`src/rtl/end_screen_if.sv`:
```
// End-screen image bus.
// Groups the raster position coming from the VGA controller with the address,
// image select and overlay strobe going towards the image ROMs / color mapper.
//   DrawX, DrawY   : current raster position (0..639, 0..479)
//   frame_start    : one-cycle pulse at the start of each frame
//   rom_addr       : pixel address into the 224x256 image ROMs
//   rom_sel        : 0 = lose image, 1 = win image
//   overlay_valid  : ROM data on this cycle is an image pixel to draw
// master: the end-screen controller; slave: the raster / ROM / color side.
interface end_screen_if;
  logic [9:0]  DrawX;
  logic [9:0]  DrawY;
  logic        frame_start;
  logic [15:0] rom_addr;
  logic        rom_sel;
  logic        overlay_valid;

  modport master (
    input  DrawX, DrawY, frame_start,
    output rom_addr, rom_sel, overlay_valid
  );

  modport slave (
    output DrawX, DrawY, frame_start,
    input  rom_addr, rom_sel, overlay_valid
  );
endinterface

```
`src/rtl/end_screen_ctrl.sv`:
```
// End-of-game screen controller.
// On a lose or win event, selects the matching image ROM, reveals the image
// top-down WIPE_STEP rows per frame, holds it for HOLD_FRAMES frames, then
// waits for a fresh keypress and pulses screen_done so the game restarts.
// Generates ROM addresses for the centred image window with an overlay strobe
// aligned to the one-cycle registered ROM read.
// Ports:
//   Clk, Reset_n  : clock, synchronous active-low reset
//   img           : raster in, ROM address / select / overlay strobe out
//   lose_evt      : pulse, frog lost its last life
//   win_evt       : pulse, all homes filled
//   key_any       : level, any key pressed
//   overlay_on    : high whenever the end screen owns the display
//   screen_done   : one-cycle pulse on leaving the key-wait state
//   state_dbg     : current state (0 idle, 1 wipe, 2 hold, 3 wait key)
module end_screen_ctrl #(
  parameter int IMG_W       = 224,
  parameter int IMG_H       = 256,
  parameter int X0          = 208,
  parameter int Y0          = 112,
  parameter int WIPE_STEP   = 8,
  parameter int HOLD_FRAMES = 180
) (
  input  logic               Clk,
  input  logic               Reset_n,
  end_screen_if.master       img,
  input  logic               lose_evt,
  input  logic               win_evt,
  input  logic               key_any,
  output logic               overlay_on,
  output logic               screen_done,
  output logic [1:0]         state_dbg
);

  localparam logic [9:0]  X_LO     = 10'(X0);
  localparam logic [9:0]  X_HI     = 10'(X0 + IMG_W);
  localparam logic [9:0]  Y_LO     = 10'(Y0);
  localparam logic [8:0]  ROWS_MAX = 9'(IMG_H);
  localparam logic [9:0]  STEP     = 10'(WIPE_STEP);
  localparam logic [7:0]  HOLD_N   = 8'(HOLD_FRAMES);
  localparam logic [15:0] W16      = 16'(IMG_W);

  typedef enum logic [1:0] {
    S_IDLE     = 2'd0,
    S_WIPE     = 2'd1,
    S_HOLD     = 2'd2,
    S_WAIT_KEY = 2'd3
  } state_t;

  state_t      state;
  logic [8:0]  reveal_rows;
  logic [7:0]  frame_cnt;
  logic        key_armed;
  logic        rom_sel_q;

  logic        vld_p0;
  logic [15:0] addr_p0;
  logic [15:0] rom_addr_p1;
  logic        vld_p1;
  logic        vld_p2;

  // Row/column offsets are only meaningful inside the window, where both fit
  // in 8 bits; the largest address (255*224+223) still fits in 16 bits.
  function automatic logic [15:0] pix_addr(input logic [9:0] x, input logic [9:0] y);
    logic [7:0] row;
    logic [7:0] col;
    row = 8'(y - Y_LO);
    col = 8'(x - X_LO);
    return 16'(row) * W16 + 16'(col);
  endfunction

  // Next wipe extent, clamped at the full image height.
  function automatic logic [8:0] wipe_next(input logic [8:0] rows);
    logic [9:0] sum;
    sum = {1'b0, rows} + STEP;
    return (sum >= {1'b0, ROWS_MAX}) ? ROWS_MAX : sum[8:0];
  endfunction

  always_comb begin
    vld_p0  = (state != S_IDLE) &&
              (img.DrawX >= X_LO) && (img.DrawX < X_HI) &&
              (img.DrawY >= Y_LO) && (img.DrawY < (Y_LO + {1'b0, reveal_rows}));
    addr_p0 = '0;
    if (vld_p0) addr_p0 = pix_addr(img.DrawX, img.DrawY);
  end

  always_ff @(posedge Clk) begin
    if (!Reset_n) begin
      rom_addr_p1 <= '0;
      vld_p1      <= 1'b0;
      vld_p2      <= 1'b0;
    end else begin
      // stage 0 -> 1: ROM address presented, ROM read starts
      rom_addr_p1 <= addr_p0;
      vld_p1      <= vld_p0;
      // stage 1 -> 2: ROM data out, strobe aligned with it
      vld_p2      <= vld_p1;
    end
  end

  always_ff @(posedge Clk) begin
    if (!Reset_n) begin
      state       <= S_IDLE;
      reveal_rows <= '0;
      frame_cnt   <= '0;
      key_armed   <= 1'b0;
      rom_sel_q   <= 1'b0;
      overlay_on  <= 1'b0;
      screen_done <= 1'b0;
    end else begin
      screen_done <= 1'b0;
      unique case (state)
        S_IDLE: begin
          // lose takes priority over win when both arrive together
          if (lose_evt) begin
            rom_sel_q   <= 1'b0;
            reveal_rows <= '0;
            overlay_on  <= 1'b1;
            state       <= S_WIPE;
          end else if (win_evt) begin
            rom_sel_q   <= 1'b1;
            reveal_rows <= '0;
            overlay_on  <= 1'b1;
            state       <= S_WIPE;
          end
        end
        S_WIPE: begin
          // the fully revealed image gets one whole frame before HOLD
          if (img.frame_start) begin
            if (reveal_rows == ROWS_MAX) begin
              frame_cnt <= '0;
              state     <= S_HOLD;
            end else begin
              reveal_rows <= wipe_next(reveal_rows);
            end
          end
        end
        S_HOLD: begin
          if (img.frame_start) begin
            frame_cnt <= frame_cnt + 8'd1;
            if (frame_cnt + 8'd1 == HOLD_N) begin
              key_armed <= 1'b0;
              state     <= S_WAIT_KEY;
            end
          end
        end
        S_WAIT_KEY: begin
          // a key already held on entry must be released before it counts
          if (key_armed && key_any) begin
            screen_done <= 1'b1;
            overlay_on  <= 1'b0;
            reveal_rows <= '0;
            state       <= S_IDLE;
          end else if (!key_any) begin
            key_armed <= 1'b1;
          end
        end
        default: state <= S_IDLE;
      endcase
    end
  end

  assign img.rom_addr      = rom_addr_p1;
  assign img.overlay_valid = vld_p2;
  assign img.rom_sel       = rom_sel_q;
  assign state_dbg         = state;

endmodule

```
`src/flat_wrapper.sv`:
```
// flat-port wrapper written by rule: the top's interface ports become plain ports
module end_screen_ctrl_flat 
#(
  parameter int IMG_W       = 224,
  parameter int IMG_H       = 256,
  parameter int X0          = 208,
  parameter int Y0          = 112,
  parameter int WIPE_STEP   = 8,
  parameter int HOLD_FRAMES = 180
)
  (Clk, Reset_n, lose_evt, win_evt, key_any, overlay_on, screen_done, state_dbg, img_DrawX, img_DrawY, img_frame_start, img_rom_addr, img_rom_sel, img_overlay_valid);
  end_screen_if img_i ();
  input  logic Clk;
  input  logic Reset_n;
  input  logic lose_evt;
  input  logic win_evt;
  input  logic key_any;
  output logic overlay_on;
  output logic screen_done;
  output logic [1:0] state_dbg;
  input wire logic [$bits(img_i.DrawX)-1:0] img_DrawX;
  input wire logic [$bits(img_i.DrawY)-1:0] img_DrawY;
  input wire logic [$bits(img_i.frame_start)-1:0] img_frame_start;
  output wire logic [$bits(img_i.rom_addr)-1:0] img_rom_addr;
  output wire logic [$bits(img_i.rom_sel)-1:0] img_rom_sel;
  output wire logic [$bits(img_i.overlay_valid)-1:0] img_overlay_valid;
  assign img_i.DrawX = img_DrawX;
  assign img_i.DrawY = img_DrawY;
  assign img_i.frame_start = img_frame_start;
  assign img_rom_addr = img_i.rom_addr;
  assign img_rom_sel = img_i.rom_sel;
  assign img_overlay_valid = img_i.overlay_valid;
  end_screen_ctrl #(.IMG_W(IMG_W), .IMG_H(IMG_H), .X0(X0), .Y0(Y0), .WIPE_STEP(WIPE_STEP), .HOLD_FRAMES(HOLD_FRAMES)) u_core (.Clk(Clk), .Reset_n(Reset_n), .img(img_i), .lose_evt(lose_evt), .win_evt(win_evt), .key_any(key_any), .overlay_on(overlay_on), .screen_done(screen_done), .state_dbg(state_dbg));
endmodule
```
`config.mk`:
```
export PLATFORM = sky130hd
export DESIGN_NAME = end_screen_ctrl_flat
export DESIGN_NICKNAME = d
export VERILOG_FILES = /design/src/rtl/end_screen_if.sv /design/src/rtl/end_screen_ctrl.sv /design/src/flat_wrapper.sv
export SDC_FILE = /design/constraint.sdc
export NUM_CORES = 1
export LEC_CHECK = 0
export ABC_AREA = 1
export CORE_UTILIZATION = 59
export CTS_CLUSTER_DIAMETER = 40
export DETAILED_ROUTE_END_ITERATION = 10
export PLACE_DENSITY = 0.92
export RECOVER_POWER = 50
export SLEW_MARGIN = 20
export SYNTH_ARGS = -nofsm -noshare
export SYNTH_HDL_FRONTEND = slang
export SYNTH_SLANG_ARGS = --single-unit
```
`constraint.sdc`:
```
create_clock -name Clk -period 4.9 [get_ports Clk]
set_input_delay 0.98 -clock Clk [delete_from_list [all_inputs] [get_ports Clk]]
set_output_delay 0.98 -clock Clk [all_outputs]
set_load 0.01 [all_outputs]
```
Word-level counts from Yosys, hierarchy flattened
Cells that the tools add are included.
- reduce and logical (&&, ||, !) cells: 20
- add/sub/neg operators: 6
- $mul: 1
- order comparisons: 5
- muxes and demuxes: 30
- equal/unequal tests: 14
- operators with widths (kind ; number):
    2-to-1 mux 9 bit ; 6
    one-hot mux 9 bit (3 select lines) ; 1
    2-to-1 mux 8 bit ; 3
    adder 16 x 8 -> 16 bit ; 1
    one-hot mux 8 bit (2 select lines) ; 1
    2-to-1 mux 2 bit ; 7
    multiplier 8 x 3 -> 11 bit, second input constant ; 1
    adder 7 x 9 -> 10 bit, first input constant ; 1
    adder 9 x 4 -> 10 bit, second input constant ; 1
    greater-or-equal comparator 10 x 7 -> 1 bit, second input constant ; 1
    greater-or-equal comparator 10 x 8 -> 1 bit, second input constant ; 1
    greater-or-equal comparator 10 x 9 -> 1 bit, second input constant ; 1
    less-than comparator 10 bit ; 1
    less-than comparator 10 x 9 -> 1 bit, second input constant ; 1
    != test 2 bit, second input constant ; 5
    AND reduction 5 bit ; 2
    nonzero test 2 bit ; 5
    equality test 9 bit, second input constant ; 1
    2-to-1 mux 1 bit ; 9
    adder 8 x 1 -> 8 bit, second input constant ; 1
    equality test 8 bit, second input constant ; 1
    one-hot mux 2 bit (4 select lines) ; 1
    subtractor 8 x 7 -> 8 bit, second input constant ; 1
    subtractor 8 bit, second input constant ; 1
    12 further kinds ; 22
- output and inout bits: 22
- word-level logic and storage cells: 86
- bits of input ports: 26
- register bits after elaboration: 41

Depth between registers and ports, before layout
Gate-level depths: netlist of run 1.
- word-level depth: 6
- mapped depth: 19
- mapped depth without buffers: 19

Worst setup path before layout of run 1
Ideal clock, no wire load.
- kind: input to register
- start point: in img_DrawY[4]
- end point: reg u_core.rom_addr_p1[15] (netlist: u_core.img.rom_addr[15])
- path buffers: 0
- arrival: 3049 ps
- required time: 4785 ps
- stages on the path: 19
- slack: 1736 ps
- setup time: 115 ps
- path through: ha_1 -> nand2_1 -> inv_1 -> nor2_1 -> xor2_1 -> inv_1 -> ha_1 -> o21bai_1 -> ha_1 -> nand2_1 -> inv_1 -> a21oi_1 -> nand2_1 -> nand2_1 -> nand2_1 -> nor2_1 -> nand3_1 -> nand2_1 -> nor2_1
- cells in the longest elaborated chain, start to end: 4
- elaborated cells on any way between the ends: 8
- those cells by class: add/sub (2); mul (1); order compare (2); reduce/logical (3)
- RTL lines (element ; line ; text):
    start: declaration ; flat_wrapper.sv:22 ; input wire logic [$bits(img_i.DrawY)-1:0] img_DrawY;
    parallel branches: the longest is 4 deep, another holds adder 16 x 8 -> 16 bit ; -- ;
    end signal: assignment ; end_screen_ctrl.sv:94 ; rom_addr_p1 <= addr_p0;
    end: declaration ; end_screen_ctrl.sv:58 ; logic [15:0] rom_addr_p1;
Parallel ways; which one is timed is not known.
A chain may end at the register's enable or synchronous reset.

Final worst setup path of run 1
- start point: in img_DrawY[0]
- end point: reg u_core.rom_addr_p1[15] (netlist: u_core.img.rom_addr[15])
The elaborated chain is that of the path after synthesis.

==> results of run 1 <==
-- worst max-delay path: cells and delay by family --
family          cells  cell delay, ns
compound gates      1            0.24
fa+ha+maj           3            1.26
buf+inv             3            0.73
simple gates        8            0.71
-- layout make-up --
| class | instances | area, um^2 |
|---|---|---|
| multi-input cells | 318 | 1980 |
| clock buffers | 6 | 82.6 |
| well taps | 67 | 83.8 |
| fillers | 359 | 1160 |
| inverters | 74 | 278 |
| flip-flops and latches | 38 | 761 |
| clock inverters | 1 | 30.0 |
| repair buffers | 47 | 470 |
-- Yosys cell counts (5+ instances only) --
cell type	number	area [um^2]
nand2_1	95	357
inv_1	71	267
nor2_1	46	173
dfxtp_1	38	761
ha_1	34	425
a21oi_1	31	155
nand3_1	28	140
nor2_4	11	124
nand2_2	9	56.3
xor2_1	9	78.8
nand4_1	8	50.1
o21ai_0	8	40.0
xnor2_1	6	52.6
fa_1	5	100
-- power groups by stage --
| stage | Clock, mW | Sequential [mW] | Combinational (mW) |
|---|---|---|---|
| CTS | 0.277 | 0.352 | 0.570 |
| detailed placement | 0 | 0.359 | 0.564 |
| global route | 0.288 | 0.355 | 0.636 |
| global placement | 0 | 0.358 | 0.536 |
| finish | 0.276 | 0.352 | 0.572 |
| floorplan | 0 | 0.363 | 0.410 |
-- layer usage --
layer	vias up	wire [um]
met2	87	3560
met3	10	326
met5	-	0
li1	1462	-
met1	1302	2990
met4	0	126
-- state kept, by name, summed over array words and instances, names as in the netlist --
register,flops
u_core.img.rom_addr,16
u_core.frame_cnt,8
u_core.reveal_rows,6
u_core.state_dbg,2
u_core.img.overlay_valid,1
u_core.img.rom_sel,1
u_core.key_armed,1
u_core.overlay_on,1
u_core.screen_done,1
u_core.vld_p1,1
-- worst max path at each step --
| stage | from | endpoint | slack [ns] | depth (start not counted) |
|---|---|---|---|---|
| after global placement | img_DrawY[2] | u_core.img.rom_addr[15] | 1.04 | 15 |
| after floorplan | img_DrawY[4] | u_core.img.rom_addr[15] | 1.74 | 19 |
| after global routing | img_DrawY[5] | u_core.img.rom_addr[15] | 0.89 | 17 |
| after detailed placement | img_DrawY[2] | u_core.img.rom_addr[15] | 0.92 | 15 |
| after CTS | img_DrawY[2] | u_core.img.rom_addr[13] | 1.16 | 13 |
| final | img_DrawY[0] | u_core.img.rom_addr[15] | 1.15 | 15 |
-- per-stage QoR --
stage	utilization [%]	worst slack (ns)
final	76.0	1.15
after global routing	76.0	0.889
after CTS	76.0	1.16
after detailed placement	73.7	0.918
after global placement	73.7	1.04
after floorplan	-	1.74
-- cell families (layout without fill, tap and decap cells) --
logic type      count (synthesis)  in the layout  synth area share [%]
compound gates                 50             50                  9.06
fa+ha+maj                      39             39                  17.3
simple gates                  213            213                  34.0
buf+inv                        77            128                  9.80
xor+xnor                       16             16                  4.86
flops                          38             38                  25.0
-- placed cells by master (no fill, tap or decap) --
master / synthesis / layout
nand3_1: 28 / 28
ha_1: 34 / 34
o21ai_1: 2 / 2
inv_2: 3 / 3
nor3_2: 1 / 1
o21a_1: 2 / 2
nand2_4: 2 / 2
nor3b_1: 1 / 1
a21oi_1: 31 / 31
nand2_2: 9 / 9
a21oi_2: 1 / 1
xnor2_1: 6 / 6
dfxtp_1: 38 / 38
o21bai_1: 3 / 3
xnor2_2: 1 / 1
dlygate4sd3_1: 0 / 19
and2_1: 2 / 2
xor2_1: 9 / 9
fa_1: 5 / 5
o21ai_0: 8 / 8
nand3b_1: 4 / 4
inv_1: 71 / 71
nand4_2: 2 / 2
nor2_2: 4 / 4
a211oi_1: 2 / 2
bufinv_16: 0 / 1
nor2_1: 46 / 46
nor2_4: 11 / 11
clkdlybuf4s50_1: 0 / 28
nand2_1: 95 / 95
nand4_1: 8 / 8
o2111ai_1: 1 / 1
clkbuf_8: 0 / 6
==> load_flow_metrics.sql, run 1 <==
INSERT INTO impl_metrics (metric_group, metric, value, unit) VALUES
('run_status', 'outcome', 'finished, final reports clean', ''),
('clocking', 'cts_buffers', '5', ''),
('pwr', 'clkPwrFrac', '23.0', '%'),
('detailed_routing', 'vias', '2861', ''),
('min_path', 'hold_path_depth', '2', ''),
('clocking', 'worst_skew_pair.late_latency', '0.30', 'ns'),
('floorplanning', 'initial_cell_density_of_the_core', '62.7', '%'),
('worst_setup_path', 'worst_r2r_path_depth', '12', ''),
('worst_setup_path', 'worst-r2r-setup-slack', '2.29', 'ns'),
('floorplanning', 'fp.coreArea', '4850', 'um^2'),
('yosys', 'synthesized_nets', '498', ''),
('finish', 'drive_above_1_share', '8.47', '%'),
('grt', 'global_route.usage.total', '27.5', '%'),
('yosys', 'synth_seq_area_share', '25.0', '%'),
('grt', 'groute.layer.met2.usage', '49.1', '%'),
('placement', 'gpl.final_weighted_congestion', '0.916', ''),
('placement', 'placement.cell_area', '3570', 'um^2'),
('floorplanning', 'top_level_ports', '48', ''),
('placement', 'numPlacedInstances', '544', ''),
('pwr', 'total_switching_power', '488', 'uW'),
('grt', 'met1_usage', '31.6', '%'),
('floorplanning', 'floorplan.die_area', '5440', 'um^2'),
('worst_setup_path', 'slowest_stage', 'fa_1', ''),
('grt', 'grt_pass1_wl', '11400', 'um'),
('clocking', 'ctsResizeCount', '0', ''),
('yosys', 'synthesis.yosys.warnings', '0', ''),
('grt', 'grt.busiest_layer', 'met2', ''),
('worst_setup_path', 'worst_path_most_repeated_cell', 'nand2_1', ''),
('clocking', 'cts_tree', 'yes', ''),
('detailed_routing', 'first_iter_violations', '202', ''),
('worst_setup_path', 'cell_breakdown_of_the_critical_path', 'clkdlybuf4s50_1, fa_1, ha_1, inv_1, fa_1, inv_1, nand2_1, o21ai_1, nand2_1, nor2_2, nand2_2, nor2_4, nand3_1, nand2_1, nor2_1', ''),
('grt', 'first_global_vias', '2763', ''),
('yosys', 'synth_top_flop_cell', 'dfxtp_1', ''),
('clocking', 'clock-sinks', '38', ''),
('yosys', 'ys_types', '32', ''),
('floorplanning', 'placement_rows', '25', ''),
('finish', 'final-instance-count-excl-fill', '551', ''),
('sta', 'max_freq', '267', 'MHz'),
('worst_setup_path', 'worstReg2RegEnd', 'u_core.img.rom_addr[12]', ''),
('placement', 'dpl.hpwl', '5580', 'um'),
('worst_setup_path', 'critPathKind', 'in2reg', ''),
('grt', 'grt_antenna_before_repair', '0', ''),
('worst_setup_path', 'critical_path.reg2reg.startpoint', 'u_core.reveal_rows[4]', ''),
('yosys', 'async_flop_share', '0', '%'),
('yosys', 'syn-mean-instance-area', '7.02', 'um^2'),
('sta', 'slew_headroom', '58.5', '%'),
('pwr', 'sequentialPowerShare', '29.4', '%'),
('min_path', 'min_delay_worst_endpoint', 'u_core.img.overlay_valid', ''),
('floorplanning', 'die_height', '73.8', 'um'),
('detailed_routing', 'antenna_violating_nets_post_route', '0', ''),
('detailed_routing', 'route.detailed.wl_per_inst', '12.7', 'um'),
('sta', 'tightest_slew', '0.620', 'ns'),
('clocking', 'clkSlewWorstSetupHoldPaths', '0.08', 'ns'),
('worst_setup_path', 'worstSetupEndpointType', 'register', ''),
('grt', 'grt_use_met3', '4.66', '%'),
('pwr', 'cellLeakagePower', '1.77', 'nW'),
('clocking', 'clock_tree.buffer_depth', '2', ''),
('worst_setup_path', 'crit_path_max_fanout', '4', ''),
('pwr', 'p_comb_share', '47.6', '%'),
('yosys', 'netlist_area', '3040', 'um^2'),
('yosys', 'synthCells', '433', ''),
('finish', 'antenna_cells', '0', ''),
('worst_setup_path', 'worst_path_largest_cell_delay', '0.58', 'ns'),
('worst_setup_path', 'setup_crit_start_kind', 'primary input', ''),
('sta', 'final-max-slew-violation-count', '0', ''),
('floorplanning', 'chipWidth', '73.8', 'um'),
('min_path', 'hold_class', 'reg2reg', ''),
('sta', 'timing.final.setup_violations', '0', ''),
('min_path', 'min-delay-start', 'u_core.vld_p1', ''),
('grt', 'gr-total-overflow', '0', ''),
('yosys', 'postSynthRegisterBits', '38', '');
Note: power is estimated with default switching activity, not from simulation.
==> run 2: changes to the inputs <==
--- a/config.mk
+++ b/config.mk
@@ -6,10 +6,10 @@
 export NUM_CORES = 1
 export LEC_CHECK = 0
 export ABC_AREA = 1
-export CORE_UTILIZATION = 59
+export CORE_UTILIZATION = 55
 export CTS_CLUSTER_DIAMETER = 40
 export DETAILED_ROUTE_END_ITERATION = 10
-export PLACE_DENSITY = 0.92
+export PLACE_DENSITY = 0.87
 export RECOVER_POWER = 50
 export SLEW_MARGIN = 20
 export SYNTH_ARGS = -nofsm -noshare
==> constraint.sdc (replaced) <==
create_clock -name Clk -period 3.9 [get_ports Clk]
set_input_delay 0.78 -clock Clk [delete_from_list [all_inputs] [get_ports Clk]]
set_output_delay 0.78 -clock Clk [all_outputs]
set_load 0.01 [all_outputs]
==> run 2 against run 1 <==
Effect of this change: final cell count rose by 0.73%; global-route usage down 3.4 points; sequential cell count is the same; largest power group unchanged; core utilization shrank 5.5 points; clock power increased by 3%; setup slack worse by 0.75 ns; total power rose by 19%; highest routed layer unchanged; combinational power is 22% higher; non-clock buffer count stayed put; design area shrank 0.44%; wire length shrank 9.2%; register-to-register slack got worse by 1.0 ns.
==> load_flow_metrics.sql, run 2 (synthesis results as in run 1) <==
INSERT INTO impl_metrics (metric_group, metric, value, unit) VALUES
('finish', 'mostFrequentLayoutCells', 'nand2_1 (96), inv_1 (71), nor2_1 (46)', ''),
('min_path', 'min-delay-start', 'u_core.vld_p1', ''),
('floorplanning', 'initial_cell_density_of_the_core', '58.4', '%'),
('finish', 'antenna_cells', '0', ''),
('worst_setup_path', 'crit_required', '4.08', 'ns'),
('worst_setup_path', 'worstReg2RegEnd', 'u_core.img.rom_addr[13]', ''),
('placement', 'portBuffers', '47', ''),
('sta', 'report.final.hold_viol_count', '0', ''),
('worst_setup_path', 'worstSetupEndpointType', 'register', ''),
('run_status', 'outcome', 'finished, final reports clean', ''),
('detailed_routing', 'total_detailed_routing_wirelength', '6360', 'um'),
('worst_setup_path', 'crit_path_max_fanout', '5', ''),
('sta', 'rsz0062_at_grt', 'false', ''),
('floorplanning', 'fp.coreArea', '5200', 'um^2'),
('sta', 'fin_worst_skew', '0.00613', 'ns'),
('worst_setup_path', 'worst_path_most_repeated_cell', 'nand2_1', ''),
('worst_setup_path', 'worst_r2r_path_depth', '11', ''),
('grt', 'maximum_number_of_pins_on_one_net_before_global_route_repair', '15', ''),
('detailed_routing', 'viasPerCell', '5.05', ''),
('grt', 'grt_antenna_before_repair', '0', ''),
('detailed_routing', 'antenna_violating_nets_post_route', '0', ''),
('min_path', 'hold_class', 'reg2reg', ''),
('placement', 'dpl.hpwl', '5190', 'um'),
('sta', 'accumulated_negative_setup_slack', '0', 'ns'),
('sta', 'final-max-slew-violation-count', '0', ''),
('detailed_routing', 'first_iter_violations', '96', ''),
('clocking', 'cts_root_buffer', 'clkbuf_8', ''),
('min_path', 'min_delay_worst_endpoint', 'u_core.img.overlay_valid', ''),
('clocking', 'htreeDepth', '2', ''),
('worst_setup_path', 'worst-r2r-setup-slack', '1.28', 'ns'),
('clocking', 'cts_tree', 'yes', ''),
('clocking', 'postCtsHoldBufs', '0', ''),
('clocking', 'ctsResizeCount', '0', ''),
('finish', 'final-instance-count-excl-fill', '555', ''),
('sta', 'final.min_clock_period', '3.50', 'ns'),
('finish', 'largest_register_ffs', '16', ''),
('clocking', 'clock-sinks', '38', ''),
('finish', 'multiInputGateArea', '1980', 'um^2'),
('clocking', 'cts_buffers', '5', ''),
('worst_setup_path', 'worst_path_largest_cell_delay', '0.49', 'ns'),
('pwr', 'cellLeakagePower', '1.76', 'nW'),
('detailed_routing', 'vias', '2804', ''),
('grt', 'global_route.usage.total', '24.1', '%'),
('placement', 'numPlacedInstances', '547', ''),
('finish', 'post-route-cell-area', '3670', 'um^2'),
('sta', 'tightest_slew', '0.600', 'ns'),
('detailed_routing', 'drt_pass1_iterations', '4', ''),
('clocking', 'worst_skew_pair.late_latency', '0.29', 'ns'),
('floorplanning', 'floorplan.die_area', '5830', 'um^2'),
('worst_setup_path', 'slowest_stage', 'clkdlybuf4s50_1', ''),
('min_path', 'hold_path_depth', '2', ''),
('grt', 'first_global_vias', '2755', ''),
('floorplanning', 'placement_rows', '26', ''),
('sta', 'slew_headroom', '59.9', '%'),
('finish', 'mostFrequentLayoutCell', 'nand2_1', ''),
('worst_setup_path', 'critPathKind', 'in2reg', ''),
('worst_setup_path', 'setup_crit_start_kind', 'primary input', ''),
('finish', 'layout-area-overhead-vs-synth', '20.7', '%'),
('grt', 'gr-total-overflow', '0', ''),
('detailed_routing', 'detail_route.drc_violations', '0', ''),
('flow_run', 'maxCapViolations', '0', ''),
('detailed_routing', 'route.detailed.wl_per_inst', '11.5', 'um'),
('placement', 'placement.cell_area', '3580', 'um^2'),
('sta', 'period_share', '89.8', '%'),
('clocking', 'clkSlewWorstSetupHoldPaths', '0.08', 'ns'),
('placement', 'gpl.final_weighted_congestion', '0.864', ''),
('finish', 'finish.net_count', '549', ''),
('grt', 'grt_pass1_wl', '11600', 'um'),
('finish', 'drive_above_1_share', '8.45', '%'),
('clocking', 'postCtsSetupRepairBufs', '0', ''),
('finish', 'area.sequential', '761', 'um^2'),
('floorplanning', 'top_level_ports', '48', ''),
('finish', 'filler_cells', '440', ''),
('pwr', 'cellPowerDensity', '388', 'nW/um^2'),
('sta', 'max_freq', '286', 'MHz'),
('worst_setup_path', 'worst_ep_arrival_time', '3.68', 'ns'),
('worst_setup_path', 'cell_breakdown_of_the_critical_path', 'clkdlybuf4s50_1, ha_1, nand2_1, inv_1, nor2_1, xor2_1, inv_1, ha_1, o21bai_1, ha_1, nand2_1, inv_1, a21oi_1, nand2_1, nand2_1, nand2_1, nor2_1, nand3_1, nand2_1, nor2_1', ''),
('worst_setup_path', 'critical_path.reg2reg.startpoint', 'u_core.reveal_rows[4]', ''),
('worst_setup_path', 'startpoint', 'img_DrawY[4]', ''),
('floorplanning', 'chipWidth', '76.3', 'um'),
('clocking', 'clock_tree.buffer_depth', '2', ''),
('pwr', 'worst_ir_drop_vdd', '0.176', 'mV'),
('finish', 'final_util', '70.5', '%'),
('sta', 'timing.final.setup_violations', '0', ''),
('floorplanning', 'die_height', '76.3', 'um'),
('sta', 'fin_hold_ws', '0.428', 'ns');
[run 2: cell count changes in the layout (fill, tap and decap cells not counted), sizes merged]
| cell | change |
|---|---|
| bufinv | -1 |
| clkinv | +1 |
| clkinvlp | +1 |
[run 2: per-stage QoR]
stage / setup WS (ns) / total power [mW]
after global routing: 0.148 / 1.54
final: 0.400 / 1.42
after CTS: 0.422 / 1.43
after detailed placement: 0.119 / 1.15
after global placement: 0.270 / 1.12
after floorplan: 0.936 / 0.970
[run 2: worst max-delay path by stage]
stage	end	slack (ns)	cells past startpoint
floorplan	u_core.img.rom_addr[15]	0.94	19
global placement	u_core.img.rom_addr[15]	0.27	15
detailed placement	u_core.img.rom_addr[15]	0.12	20
CTS	u_core.img.rom_addr[15]	0.42	20
global route	u_core.img.rom_addr[15]	0.15	20
finish	u_core.img.rom_addr[15]	0.40	20
[run 2: layout make-up]
cell class | instances | share of cell area (%)
Timing Repair Buffer | 47 | 12.8
Sequential cell | 38 | 20.7
Tap cell | 70 | 2.39
Inverter | 74 | 7.57
Clock inverter | 2 | 0.341
Multi-Input combinational cell | 318 | 53.9
Clock buffer | 6 | 2.25
[run 2: worst max-delay path, delay by kind of cell]
family | cells | cell delay (ns)
buf+inv | 4 | 0.63
fa+ha+maj | 3 | 0.74
xor+xnor | 1 | 0.18
simple gates | 10 | 1.02
compound gates | 2 | 0.33
[run 2: per-layer routing]
layer | wire length (um) | vias to the layer above | global-route usage [%]
li1 | - | 1469 | -
met1 | 2880 | 1246 | 28.7
met2 | 3020 | 74 | 42.0
met3 | 293 | 15 | 4.19
met4 | 167 | 0 | 11.0
met5 | 0 | - | 0
[run 2: report_power, final]
group / total [mW] / leakage (nW) / internal [mW] / switching (mW)
clock network: 0.283 / 0.0472 / 0.142 / 0.141
registers: 0.441 / 0.308 / 0.418 / 0.0238
logic: 0.700 / 1.41 / 0.270 / 0.430
==> run 3: changes to the inputs <==
--- a/config.mk
+++ b/config.mk
@@ -10,7 +10,6 @@
 export CTS_CLUSTER_DIAMETER = 40
 export DETAILED_ROUTE_END_ITERATION = 10
 export PLACE_DENSITY = 0.87
-export RECOVER_POWER = 50
 export SLEW_MARGIN = 20
 export SYNTH_ARGS = -nofsm -noshare
 export SYNTH_HDL_FRONTEND = slang
==> run 3 against run 2 <==
Effect of this change: sequential cell count unchanged; clock-buffer cell count unchanged; clock power about the same; final cell count unchanged; clock skew about the same; setup slack worse by 0.00062 ns.
==> load_flow_metrics.sql, run 3 (synthesis results as in run 1) <==
INSERT INTO impl_metrics (metric_group, metric, value, unit) VALUES
('detailed_routing', 'wl_met3', '307', 'um'),
('worst_setup_path', 'worst-r2r-setup-slack', '1.28', 'ns'),
('clocking', 'postCtsSetupRepairBufs', '0', ''),
('sta', 'rsz0062_at_grt', 'false', ''),
('finish', 'multiInputGateArea', '1980', 'um^2'),
('finish', 'antenna_cells', '0', ''),
('clocking', 'cts_buffers', '5', ''),
('placement', 'gpl.final_weighted_congestion', '0.864', ''),
('detailed_routing', 'detail_route.drc_violations', '0', ''),
('grt', 'grt_antenna_before_repair', '0', ''),
('floorplanning', 'die_height', '76.3', 'um'),
('pwr', 'cellLeakagePower', '1.71', 'nW'),
('clocking', 'worst_skew_pair.late_latency', '0.29', 'ns'),
('detailed_routing', 'viasPerCell', '5.06', ''),
('pwr', 'power.total', '1.43', 'mW'),
('finish', 'largest_register_ffs', '16', ''),
('finish', 'final-instance-count-excl-fill', '555', ''),
('floorplanning', 'floorplan.die_area', '5830', 'um^2'),
('grt', 'grt_pass1_wl', '11600', 'um'),
('floorplanning', 'chipWidth', '76.3', 'um'),
('finish', 'post-route-cell-area', '3670', 'um^2'),
('worst_setup_path', 'worstSetupEndpointType', 'register', ''),
('clocking', 'clock-sinks', '38', ''),
('floorplanning', 'placement_rows', '26', ''),
('flow_run', 'maxCapViolations', '0', ''),
('finish', 'area.sequential', '761', 'um^2'),
('clocking', 'htreeDepth', '2', ''),
('placement', 'portBuffers', '47', ''),
('worst_setup_path', 'worst_path_largest_cell_delay', '0.49', 'ns'),
('pwr', 'worst_ir_drop_vdd', '0.179', 'mV'),
('clocking', 'cts_tree', 'yes', ''),
('sta', 'slew_headroom', '59.8', '%'),
('sta', 'fin_worst_skew', '0.00606', 'ns'),
('placement', 'numPlacedInstances', '547', ''),
('detailed_routing', 'detailroute.wirelength.met2', '3020', 'um'),
('sta', 'report.final.hold_viol_count', '0', ''),
('grt', 'maximum_number_of_pins_on_one_net_before_global_route_repair', '15', ''),
('run_status', 'outcome', 'finished, final reports clean', ''),
('sta', 'period_share', '89.8', '%'),
('worst_setup_path', 'worst_path_most_repeated_cell', 'nand2_1', ''),
('detailed_routing', 'antenna_violating_nets_post_route', '0', ''),
('sta', 'final-max-slew-violation-count', '0', ''),
('worst_setup_path', 'slowest_stage', 'clkdlybuf4s50_1', ''),
('min_path', 'hold_class', 'reg2reg', ''),
('detailed_routing', 'top_layer_used', 'met4', ''),
('floorplanning', 'fp.coreArea', '5200', 'um^2'),
('finish', 'layout-area-overhead-vs-synth', '20.8', '%'),
('clocking', 'cts_root_buffer', 'clkbuf_8', ''),
('worst_setup_path', 'cell_breakdown_of_the_critical_path', 'clkdlybuf4s50_1, ha_1, nand2_1, inv_1, nor2_1, xor2_1, inv_1, ha_1, o21bai_1, ha_1, nand2_1, inv_1, a21oi_1, nand2_1, nand2_1, nand2_1, nor2_1, nand3_1, nand2_1, nor2_1', ''),
('floorplanning', 'initial_cell_density_of_the_core', '58.4', '%'),
('finish', 'final_util', '70.6', '%'),
('grt', 'gr-total-overflow', '0', ''),
('finish', 'mostFrequentLayoutCell', 'nand2_1', ''),
('grt', 'first_global_vias', '2755', ''),
('sta', 'final.min_clock_period', '3.50', 'ns'),
('finish', 'filler_cells', '439', ''),
('worst_setup_path', 'worst_path_dominant_cell_family', 'simple AND/OR/NAND/NOR gates', ''),
('clocking', 'postCtsHoldBufs', '0', ''),
('pwr', 'cellPowerDensity', '389', 'nW/um^2'),
('detailed_routing', 'vias', '2807', ''),
('detailed_routing', 'drt_pass1_iterations', '4', ''),
('worst_setup_path', 'setup_crit_start_kind', 'primary input', ''),
('worst_setup_path', 'critPathKind', 'in2reg', ''),
('detailed_routing', 'total_detailed_routing_wirelength', '6370', 'um'),
('detailed_routing', 'met1_length', '2870', 'um'),
('finish', 'drive_above_1_share', '8.66', '%'),
('finish', 'finish.net_count', '549', ''),
('detailed_routing', 'route.detailed.wl_per_inst', '11.5', 'um'),
('sta', 'accumulated_negative_setup_slack', '0', 'ns'),
('worst_setup_path', 'crit_path_max_fanout', '5', ''),
('finish', 'mostFrequentLayoutCells', 'nand2_1 (95), inv_1 (71), clkdlybuf4s50_1 (47)', ''),
('clocking', 'clock_tree.buffer_depth', '2', ''),
('worst_setup_path', 'crit_required', '4.08', 'ns'),
('clocking', 'clkSlewWorstSetupHoldPaths', '0.08', 'ns'),
('sta', 'tightest_slew', '0.601', 'ns'),
('placement', 'dpl.hpwl', '5190', 'um'),
('worst_setup_path', 'worstPathBufferInverterCount', '4', ''),
('sta', 'max_freq', '286', 'MHz'),
('grt', 'global_route.usage.total', '24.1', '%'),
('clocking', 'ctsResizeCount', '0', ''),
('floorplanning', 'top_level_ports', '48', ''),
('sta', 'timing.final.setup_violations', '0', ''),
('placement', 'placement.cell_area', '3580', 'um^2'),
('detailed_routing', 'first_iter_violations', '98', ''),
('worst_setup_path', 'worst_ep_arrival_time', '3.68', 'ns');
## run 3: final timing paths
path / startpoint / to / cells past startpoint
setup reg to reg: u_core.reveal_rows[4] / u_core.img.rom_addr[13] / 11
hold reg to reg: u_core.vld_p1 / u_core.img.overlay_valid / 2
hold / removal: u_core.vld_p1 / u_core.img.overlay_valid / 2
setup / recovery: img_DrawY[4] / u_core.img.rom_addr[15] / 20
## run 3: layer usage
layer	GRT usage (%)	vias up
met2	42.0	76
met4	11.0	0
met3	4.19	15
met5	0	-
met1	28.7	1246
li1	-	1470
## run 3: tightest hold or removal path, cell delays in order (launching register included)
cell	delay (ns)
dfxtp_1	0.30
nand2_1	0.05
inv_1	0.04
## run 3: stage by stage
step,setup WS [ns],hold slack [ns]
6_report,0.399,0.428
5_1_grt,0.148,0.443
4_1_cts,0.422,0.427
3_5_place_dp,0.119,0.422
3_3_place_gp,0.270,0.416
2_1_floorplan,0.936,0.390
## run 3: report_power, final
group          internal (mW)  switching, mW
Combinational          0.273          0.432
Clock                  0.142          0.141
Sequential             0.418         0.0242
## run 3: cell type report
cell class / count / area share, %
sequential: 38 / 20.7
inverter: 74 / 7.56
timing repair buffer: 47 / 12.8
tap: 70 / 2.39
clock buffer: 6 / 2.25
clock inverter: 2 / 0.341
multi-input combinational: 318 / 53.9
